===== src/rtl/clock_divider_prog.sv =====
// Runtime-programmable integer clock divider. Produces a registered divided
// waveform and period strobe, with ratio/mode changes applied only at period boundaries.
module clock_divider_prog #(
    parameter int unsigned WIDTH      = 8,
    parameter int unsigned RESET_DIV  = 4,
    parameter bit          RESET_MODE = 1'b0
) (
    input  logic             clk,
    input  logic             rst,
    input  logic             en,
    input  logic [WIDTH-1:0] div_in,
    input  logic             mode_in,
    input  logic             div_load,
    output logic             clk_div,
    output logic             tick,
    output logic             div_ack,
    output logic             pend,
    output logic [WIDTH-1:0] div_cur
);

    localparam logic [WIDTH-1:0] MIN_DIV = WIDTH'(2);
    localparam logic [WIDTH-1:0] RST_DIV = (RESET_DIV < 2) ? MIN_DIV : WIDTH'(RESET_DIV);

    logic [WIDTH-1:0] r_cnt;
    logic [WIDTH-1:0] r_div;
    logic             r_mode;
    logic [WIDTH-1:0] r_pdiv;
    logic             r_pmode;
    logic             r_pend;
    logic             r_clk_div;
    logic             r_tick;
    logic             r_ack;

    logic [WIDTH-1:0] w_div_clamp;
    logic             w_wrap;
    logic [WIDTH-1:0] w_cnt_n;
    logic [WIDTH-1:0] w_div_n;
    logic             w_mode_n;
    logic [WIDTH-1:0] w_pdiv_n;
    logic             w_pmode_n;
    logic             w_pend_n;
    logic             w_clk_n;
    logic             w_tick_n;
    logic             w_ack_n;
    logic [WIDTH-1:0] w_half;

    assign w_div_clamp = (div_in < MIN_DIV) ? MIN_DIV : div_in;
    assign w_wrap      = en && (r_cnt == (r_div - WIDTH'(1)));

    // Next-state: a load on a wrap edge bypasses pending; outputs come from next-state counter.
    always_comb begin
        w_cnt_n   = r_cnt;
        w_div_n   = r_div;
        w_mode_n  = r_mode;
        w_pdiv_n  = r_pdiv;
        w_pmode_n = r_pmode;
        w_pend_n  = r_pend;
        w_clk_n   = r_clk_div;
        w_tick_n  = 1'b0;
        w_ack_n   = 1'b0;
        w_half    = '0;

        if (div_load) begin
            w_pdiv_n  = w_div_clamp;
            w_pmode_n = mode_in;
            w_pend_n  = 1'b1;
        end

        if (en) begin
            if (w_wrap) begin
                w_cnt_n  = '0;
                w_tick_n = 1'b1;
                if (div_load) begin
                    w_div_n  = w_div_clamp;
                    w_mode_n = mode_in;
                    w_pend_n = 1'b0;
                    w_ack_n  = 1'b1;
                end else if (r_pend) begin
                    w_div_n  = r_pdiv;
                    w_mode_n = r_pmode;
                    w_pend_n = 1'b0;
                    w_ack_n  = 1'b1;
                end
            end else begin
                w_cnt_n = r_cnt + WIDTH'(1);
            end
            w_half  = w_div_n - (w_div_n >> 1);
            w_clk_n = w_mode_n ? (w_cnt_n == '0) : (w_cnt_n < w_half);
        end
    end

    // State register; counter resets to N-1 so the first enabled edge is a wrap.
    always_ff @(posedge clk or posedge rst) begin
        if (rst) begin
            r_cnt     <= RST_DIV - WIDTH'(1);
            r_div     <= RST_DIV;
            r_mode    <= RESET_MODE;
            r_pdiv    <= RST_DIV;
            r_pmode   <= RESET_MODE;
            r_pend    <= 1'b0;
            r_clk_div <= 1'b0;
            r_tick    <= 1'b0;
            r_ack     <= 1'b0;
        end else begin
            r_cnt     <= w_cnt_n;
            r_div     <= w_div_n;
            r_mode    <= w_mode_n;
            r_pdiv    <= w_pdiv_n;
            r_pmode   <= w_pmode_n;
            r_pend    <= w_pend_n;
            r_clk_div <= w_clk_n;
            r_tick    <= w_tick_n;
            r_ack     <= w_ack_n;
        end
    end

    assign clk_div = r_clk_div;
    assign tick    = r_tick;
    assign div_ack = r_ack;
    assign pend    = r_pend;
    assign div_cur = r_div;

endmodule


===== config.mk =====
export PLATFORM = sky130hd
export DESIGN_NAME = clock_divider_prog
export DESIGN_NICKNAME = d
export VERILOG_FILES = /design/src/rtl/clock_divider_prog.sv
export SDC_FILE = /design/constraint.sdc
export NUM_CORES = 1
export LEC_CHECK = 0
export CAP_MARGIN = 30
export CORE_MARGIN = 2
export CORE_UTILIZATION = 64
export CTS_BUF_LIST = sky130_fd_sc_hd__clkbuf_4
export CTS_CLUSTER_DIAMETER = 30
export DETAILED_ROUTE_END_ITERATION = 10
export GPL_ROUTABILITY_DRIVEN = 0
export PLACE_DENSITY = 0.89
export SLEW_MARGIN = 40
export SYNTH_ARGS = -nofsm -noshare
export SYNTH_HDL_FRONTEND = slang
export SYNTH_SLANG_ARGS = --single-unit
export TNS_END_PERCENT = 30

===== constraint.sdc =====
create_clock -name clk -period 12.2 [get_ports clk]
set_input_delay 3.66 -clock clk [delete_from_list [all_inputs] [get_ports clk]]
set_output_delay 3.66 -clock clk [all_outputs]
set_load 0.01 [all_outputs]

==> results of run 1 <==
[layer usage]
metal	track usage, %	wire length (um)	vias up
met4	10.4	85	0
met5	0	0	-
met3	4.51	310	11
met2	40.5	2390	53
li1	-	-	976
met1	35.0	2310	943
[registers in the layout, summed over array words and instances, names as in the netlist]
name     count
div_ack      1
r_cnt        8
tick         1
r_pmode      1
div_cur      8
clk_div      1
pend         1
r_mode       1
r_pdiv       8
[layout make-up]
type                            instances  area, sq um  share of cell area [%]
Tap cell                               48         60.1                    2.23
Multi-Input combinational cell        204         1490                    55.5
Timing Repair Buffer                   27          270                    10.1
Clock inverter                          2         8.76                   0.326
Inverter                               15         56.3                    2.09
Sequential cell                        30          756                    28.1
Clock buffer                            6         45.0                    1.68
[worst min-delay path by stage]
| stage | end | slack [ns] | cells past startpoint |
|---|---|---|---|
| floorplan | r_pdiv[1] | 0.45 | 1 |
| global placement | r_pdiv[1] | 0.46 | 1 |
| detailed placement | r_pdiv[1] | 0.48 | 1 |
| CTS | r_pdiv[1] | 0.50 | 1 |
| global route | r_pdiv[1] | 0.51 | 1 |
| finish | r_pdiv[1] | 0.50 | 1 |
[cell usage after synthesis (2+ instances only)]
| cell | count |
|---|---|
| nand2b_1 | 5 |
| nor2_1 | 13 |
| o21ai_0 | 26 |
| and3_1 | 3 |
| dfstp_2 | 4 |
| a22o_1 | 5 |
| or3_1 | 4 |
| nand2_1 | 19 |
| a21oi_1 | 9 |
| or4_1 | 3 |
| inv_1 | 13 |
| a2bb2oi_1 | 7 |
| buf_6 | 2 |
| buf_2 | 4 |
| nand3b_1 | 2 |
| o21a_1 | 7 |
| nor3_1 | 3 |
| xnor2_1 | 13 |
| clkbuf_1 | 8 |
| o21ba_2 | 2 |
| nor4_1 | 2 |
| mux2_2 | 6 |
| nand3_1 | 5 |
| o2111ai_1 | 2 |
| xor2_1 | 9 |
| and2_1 | 5 |
| dfrtp_1 | 26 |
| mux2i_1 | 9 |
| ha_1 | 16 |
| and2_4 | 2 |
| nand4_1 | 2 |
| nor2b_1 | 6 |
[worst reg2reg max path: cells and delay by family, from the launching register on]
kind,cells,cell delay (ns)
multiplexers,1,0.27
AND/OR/NAND/NOR,8,2.13
AO/OA/AOI/OAI,8,1.37
flip-flops,1,0.50
XOR/XNOR,2,0.24
adder cells (fa/ha/maj),2,0.55
buffers and inverters,1,0.23
[through the flow]
stage          util (%)  instance area [sq um]  total power [mW]  worst slack, ns  cells
2_1_floorplan         -                   2380             0.282             4.89    264
3_3_place_gp       72.1                   2620             0.314             3.45    323
3_5_place_dp       72.5                   2640             0.319             3.50    324
4_1_cts            74.0                   2690             0.379             3.83    332
5_1_grt            74.0                   2690             0.410             3.43    332
6_report           74.0                   2690             0.379             3.84    332
[power breakdown]
part / switching, mW / internal [mW]
Clock: 0.0364 / 0.0238
Combinational: 0.0823 / 0.0890
Sequential: 0.0287 / 0.119
[kinds of logic after synthesis]
group	Yosys count
xor+xnor	22
fa+ha+maj	17
compound gates	68
mux	16
flops	30
simple gates	81
buf+inv	30
==> impl_metrics.yaml, run 1 <==
worst_setup_path:
  cp_max_fo: 17
  worstSetupStartpoint: "en"
  start_kind: "input pin"
  rr_worst_depth: 22
  rr_endpoint: "clk_div"
  slowest_stage: "clkdlybuf4s50_1"
  critPathArrivalTime_ns: 8.59
  critPathCapture: "clk_div"
  critPathMostFrequentCell: "a21oi_1"
  reg2reg_setup_slack_ns: 6.81
  cp_slowest_stage_delay_ns: 0.75
  crit_type: "input pin to register"
  crit_chain: "clkdlybuf4s50_1, nand3_1, or4_1, nor3_4, buf_8, mux2i_1, o21ba_2, ha_1, nor2b_1, o21ai_0, a21oi_1, o21ai_0, nand2b_1, a21oi_1, xnor2_1, ha_1, nand4_1, a21oi_1, nand2_1, a21oi_1, o2111ai_1"
  cp_data_required_time_ns: 12.42
  cp-end-kind: "register"
  cp_num_buf_inv: 2
  path_depth: 21
  reg2reg_from: "div_cur[3]"
  cpLargestDelayFamily: "simple AND/OR/NAND/NOR gates"
sta:
  setup_violations: 0
  rsz0062_at_grt: "false"
  hold_violations: 0
  period_share_pct: 68.5
  timing.fmax_mhz: 120
  drv_slew: 0
  tightest_slew_ns: 0.592
  slew-limit-headroom_pct: 60.0
  whs_ns: 0.501
  finClkSkew_ns: 0.00641
  setup_tns_ns: 0
  period_minus_slack_ns: 8.36
global_route:
  grt_max_degree: 41
  overflow: 0
  grt_usage_pct: 25.7
  antenna_found_initial: 0
  grt_pass1_vias: 1850
  grt_pass1_wl_um: 8350
logic_synthesis:
  synth-simple-area-share_pct: 18.9
  synth_top_area_cell: "dfrtp_1"
  synthDistinctLibCells: 54
  netlist_area_sq_um: 2380
  synth_ff_type: "dfrtp_1"
  synth_top_family_by_area: "compound AO/OA/AOI/OAI gates"
  synth-seq-cells: 30
  synth-compound-area-share_pct: 19.1
  avgSynthCellArea_sq_um: 9.03
  synth_cells: 264
  synth.area.top_cells: "dfrtp_1 27%, ha_1 8.4%, o21ai_0 5.5%, xnor2_1 4.8%, dfstp_2 4.4%"
  muxShareOfSynthArea_pct: 7.24
  syn_nets: 294
  synth-xor-area-share_pct: 8.08
  yosysWarnings: 0
  synth_fa_ha_area_share_pct: 9.23
  ys_async_sr_fraction_pct: 100
  synth_edf_count: 0
  synthDominantCellAreaShare_pct: 27.3
  ys_seq_area_share_pct: 31.7
floorplanning:
  coreArea_sq_um: 3630
  start_util_pct: 65.6
  row_count: 22
  fp.dieArea_sq_um: 4230
  die_h_um: 65.0
  die_x_um: 65.0
  ioPinCount: 25
flow_run:
  max_cap_viol_count: 0
clock_tree:
  clock_tree.buffer_depth: 2
  cts_tree: "built"
  cts_setup_buffers: 0
  root_buffer: "clkbuf_4"
  htreeDepth: 2
  clk_pin_slew_ns: 0.10
  clk_latency_ns: 0.34
  cts_resized: 0
  cts_buffers: 5
  hold_buffers: 0
  cts_sinks: 30
worst_hold_path:
  hp-class: "register to register"
  hp-start: "r_pdiv[1]"
layout:
  fin_nets: 313
  final_cell_mix: "26 x o21ai_0, 26 x dfrtp_1, 24 x clkdlybuf4s50_1, 19 x nand2_1, 16 x ha_1"
  diodes: 0
  fillers: 270
  layout-drive-gt1-share_pct: 11.3
  syn_to_final_growth_pct: 12.7
detailed_routing:
  wirelength_um: 5100
  first_pass_iters: 7
  final_antenna_net_count: 0
  drtIter0Drc: 207
  dr_total_vias: 1983
  avgViaCountPerCell: 5.97
  routedWlPerCell_um: 15.4
  drc: 0
power_and_ir_drop:
  leakage_nw: 1.15
  power_density_nw_per_um2: 141
  ir_worst_vdd_mv: 0.0850
placement:
  dp_hpwl_um: 3760
  io_buffer_count: 24
run_status:
  outcome: "finished, final reports clean"
(Power assumes the default switching activity.)
==> inputs of run 2 (changes only) <==
CORE_UTILIZATION = 53   (was 64)
PLACE_DENSITY = 0.78   (was 0.89)
clock period = 7.2 ns   (was 12.2 ns; I/O delays follow)
==> run 2 against run 1 <==
Net effect:
- critical path depth is 1 lower
- clock power is 66% higher
- final cell count is 1.8% higher
- critical endpoint unchanged
- highest routed layer unchanged
==> impl_metrics.yaml, run 2 (synthesized netlist as in run 1, its figures left out) <==
sta:
  period_minus_slack_ns: 6.33
  setup_tns_ns: 0
  tightest_slew_ns: 0.629
  hold_violations: 0
  setup_violations: 0
  drv_slew: 0
  whs_ns: 0.491
  timing.fmax_mhz: 158
  finClkSkew_ns: 0.0123
  layout_setup_ws_ns: 0.874
  rsz0062_at_grt: "false"
  slew-limit-headroom_pct: 57.5
  period_share_pct: 87.9
worst_setup_path:
  worstSetupStartpoint: "en"
  crit_type: "input pin to register"
  critPathArrivalTime_ns: 6.53
  crit_chain: "clkdlybuf4s50_1, nand3_1, or4_1, nor3_4, mux2i_1, o21ba_2, ha_1, nor2b_1, o21ai_0, a21oi_1, o21ai_0, nand2b_1, a21oi_1, xnor2_1, ha_1, nand4_1, a21oi_1, a21oi_1, a21oi_1, o2111ai_1"
  start_kind: "input pin"
  slowest_stage: "or4_1"
  cp-end-kind: "register"
  critPathMostFrequentCell: "a21oi_1"
  reg2reg_from: "div_cur[0]"
  cp_data_required_time_ns: 7.40
  cp_slowest_stage_delay_ns: 0.67
  reg2reg_setup_slack_ns: 2.03
  cp_max_fo: 7
  rr_endpoint: "clk_div"
  rr_worst_depth: 22
  critPathCapture: "clk_div"
power_and_ir_drop:
  ir_worst_vdd_mv: 0.0954
  power_density_nw_per_um2: 238
  leakage_nw: 1.15
floorplanning:
  die_h_um: 71.1
  ioPinCount: 25
  coreArea_sq_um: 4350
  row_count: 24
  start_util_pct: 54.8
  die_x_um: 71.1
  fp.dieArea_sq_um: 5050
clock_tree:
  clk_pin_slew_ns: 0.11
  cts_resized: 0
  clk_latency_ns: 0.34
  htreeDepth: 2
  cts_buffers: 5
  root_buffer: "clkbuf_4"
  hold_buffers: 0
  clock_tree.buffer_depth: 2
  cts_setup_buffers: 0
  cts_tree: "built"
  cts_sinks: 30
detailed_routing:
  avgViaCountPerCell: 5.88
  wl_met3_um: 195
  dr_total_vias: 1986
  first_pass_iters: 4
  top_layer_used: "met4"
  met2_length_um: 2350
  drc: 0
  routedWlPerCell_um: 15.1
  final_antenna_net_count: 0
  wirelength_um: 5110
  drtIter0Drc: 175
  wl_met1_um: 2400
flow_run:
  max_cap_viol_count: 0
placement:
  io_buffer_count: 24
  dp_slack_ns: 0.534
  placedInstanceArea_sq_um: 2650
  dp_hpwl_um: 3940
layout:
  diodes: 0
  fin_nets: 315
  syn_to_final_growth_pct: 13.3
  fin_area_sq_um: 2700
  fin_util_pct: 62.0
  fillers: 367
  final_cell_mix: "26 x o21ai_0, 26 x dfrtp_1, 24 x clkdlybuf4s50_1, 19 x nand2_1, 16 x ha_1"
  seq_area_sq_um: 756
  multi_input_area_sq_um: 1490
  layout-drive-gt1-share_pct: 11.9
worst_hold_path:
  hp-class: "register to register"
run_status:
  outcome: "finished, final reports clean"
global_route:
  overflow: 0
  grt_usage_pct: 22.1
  antenna_found_initial: 0
  grt_pass1_vias: 1847
  grt_pass1_wl_um: 8700
  grt_max_degree: 31
-- run 2: cell types whose count changed in the layout (fill, tap and decap cells not counted), sizes merged --
cell and delta:
clkbuf -1, buf +2, clkinvlp +1
-- run 2: worst min-delay path by stage --
stage | startpoint | end | slack, ns | depth (start not counted)
floorplan | r_pdiv[1] | r_pdiv[1] | 0.45 | 1
detailed placement | r_pdiv[1] | r_pdiv[1] | 0.47 | 1
global placement | r_pdiv[1] | r_pdiv[1] | 0.46 | 1
CTS | r_pdiv[1] | r_pdiv[1] | 0.50 | 1
finish | r_pdiv[1] | r_pdiv[1] | 0.49 | 1
global route | r_pdiv[1] | r_pdiv[1] | 0.52 | 1
-- run 2: metal layers --
| layer | GRT usage [%] | up-vias |
|---|---|---|
| met5 | 0 | - |
| met4 | 11.3 | 0 |
| met3 | 4.13 | 14 |
| met2 | 32.6 | 50 |
| met1 | 30.8 | 947 |
| li1 | - | 975 |
-- run 2: critical path: cells and delay by family --
family	cells	cell delay [ns]
mux	1	0.30
buf+inv	1	0.48
simple gates	6	1.46
compound gates	9	1.48
fa+ha+maj	2	0.55
xor+xnor	1	0.10
-- run 2: report_power, final --
part / internal, mW / switching (mW)
Sequential: 0.201 / 0.0515
Clock: 0.0363 / 0.0634
Combinational: 0.150 / 0.140
-- run 2: metrics by stage --
stage | power, mW | cells
global placement | 0.536 | 330
CTS | 0.644 | 338
finish | 0.643 | 338
detailed placement | 0.545 | 330
global route | 0.700 | 338
floorplan | 0.478 | 264
-- run 2: final cells by class --
type	instances	area share, %
multi-input cells	204	55.3
flip-flops and latches	30	28.0
repair buffers	29	10.3
well taps	52	2.41
inverters	15	2.08
clock buffers	5	1.39
clock inverters	3	0.602
==> inputs of run 3 (changes only) <==
SLEW_MARGIN = 25   (was 40)
==> results of run 3 <==
Same layout as run 2: the final DEF is identical, and so are final timing and power.
==> RTL change: new RTL, flow settings as in run 3 <==
Change the parameter `WIDTH` from 8 to 12.
--- a/src/rtl/clock_divider_prog.sv
+++ b/src/rtl/clock_divider_prog.sv
@@ -3,3 +3,3 @@
 module clock_divider_prog #(
-    parameter int unsigned WIDTH      = 8,
+    parameter int unsigned WIDTH      = 12,
     parameter int unsigned RESET_DIV  = 4,
Interface: changed (resized div_cur and div_in); port bits go from 25 to 33. No check against the original RTL was run, so the function may have changed too.
==> RTL change against run 3 <==
Total power up 73%. Sequential cell count grew 12. Final area increased by 42%. Worst setup slack lost 0.54 ns. Wire length increased by 68%. Area after synthesis grew 40%. Non-clock buffer count increased by 20. First-iteration DRC count grew 41%. Combinational power grew 100%.
==> RTL change: results (changes against run 3) <==
status=finished, final reports clean; Worst EP arrival=7.15 ns (+0.62 ns); clk buf depth=2 (unchanged); Slew @ Worst Pin=0.648 ns (+0.0194 ns); VDD IR max=224 uV (+140%); final setup violation count=0 (unchanged); ys async rst share=1.00 (unchanged); fillers=511 (+39%); dpl hpwl=6.32 mm (+60%); first-pass GRT wire length=14.5 mm (+67%); wire length per cell=17.3 um (+15%); pin count of the biggest net entering global routing=43 (+39%); # port buffers=32 (+33%); Crit path max-delay family=compound AO/OA/AOI/OAI gates; Synth Area per Inst=8.57 um2 (-5.1%); layout cells sized above 1=0.148 (+0.0291); Seq/Total Area, Yosys=0.317 (+0.000519); worst-path fanout max=8 (+1); Placed Instances=486 (+47%); nets@finish=460 (+46%); most frequent cells after synthesis=dfrtp_1 (38), a21oi_1 (33), inv_1 (32); worst skew pair latency=0.37 ns (+0.03 ns); Synth cell types=51 (-5.6%); Pleak=1.63 nW (+41%); clock slew at reported path FFs=0.16 ns (+0.05 ns); vias per cell=6.07 (+3.3%); top cells by area, synth=dfrtp_1 (29%), ha_1 (9.0%), mux2_2 (6.4%); GRT Resource Usage Total=0.255 (+0.0347); Setup Skew=0.00696 ns (-0.00531 ns); initial detailed-routing violation count=247 (+41%); routed vias=2999 (+51%); Worst path max stage delay=0.49 ns (-0.18 ns); Crit-path slowest cell=clkdlybuf4s50_1; syn nets=430 (+46%)
-- RTL change: worst paths after layout --
check                      startpoint         end  slack (ns)  cells after the start
setup / recovery                   en     clk_div        0.33                     27
hold / removal              r_pdiv[9]   r_pdiv[9]        0.53                      1
setup reg to reg           div_cur[0]     clk_div        1.17                     30
hold reg to reg             r_pdiv[9]   r_pdiv[9]        0.53                      1
max in group asynchronous         rst  div_cur[2]        4.60                      3
min in group asynchronous         rst        tick        2.21                      3
-- RTL change: report_power, final --
part / leakage [nW] / switching (W) / internal (W)
clock: 0.0377 / 0.0000966 / 0.0000426
sequential: 0.518 / 0.0000945 / 0.000284
combinational: 1.07 / 0.000297 / 0.000300
-- RTL change: per-stage QoR --
step,cell area (um2),setup slack (ns)
floorplan,3330,0.369
detailed placement,3750,-0.256
finish,3840,0.332
CTS,3810,0.120
global route,3840,0.0105
global placement,3750,0.0515
-- RTL change: cells by family after synthesis --
kind of cell               synth area share
AOI/OAI and AO/OA                     0.197
and+or+nand+nor                       0.159
buffers and inverters                0.0737
DFF                                   0.317
xor gates and xnor gates             0.0921
adders and majority gates            0.0963
muxes                                0.0643
-- RTL change: area by class of cell --
cell class,count,share of cell area
multi-input combinational,287,0.535
sequential,42,0.275
tap,75,0.0244
clock inverter,3,0.00749
timing repair buffer,49,0.117
clock buffer,5,0.00977
inverter,33,0.0322
-- RTL change: per-layer routing --
layer / up-vias / track usage / share of wire
met4: 0 / 0.0730 / 0.028
met2: 106 / 0.434 / 0.49
met5: - / 0 / 0
li1: 1441 / - / -
met3: 21 / 0.0398 / 0.062
met1: 1431 / 0.336 / 0.42
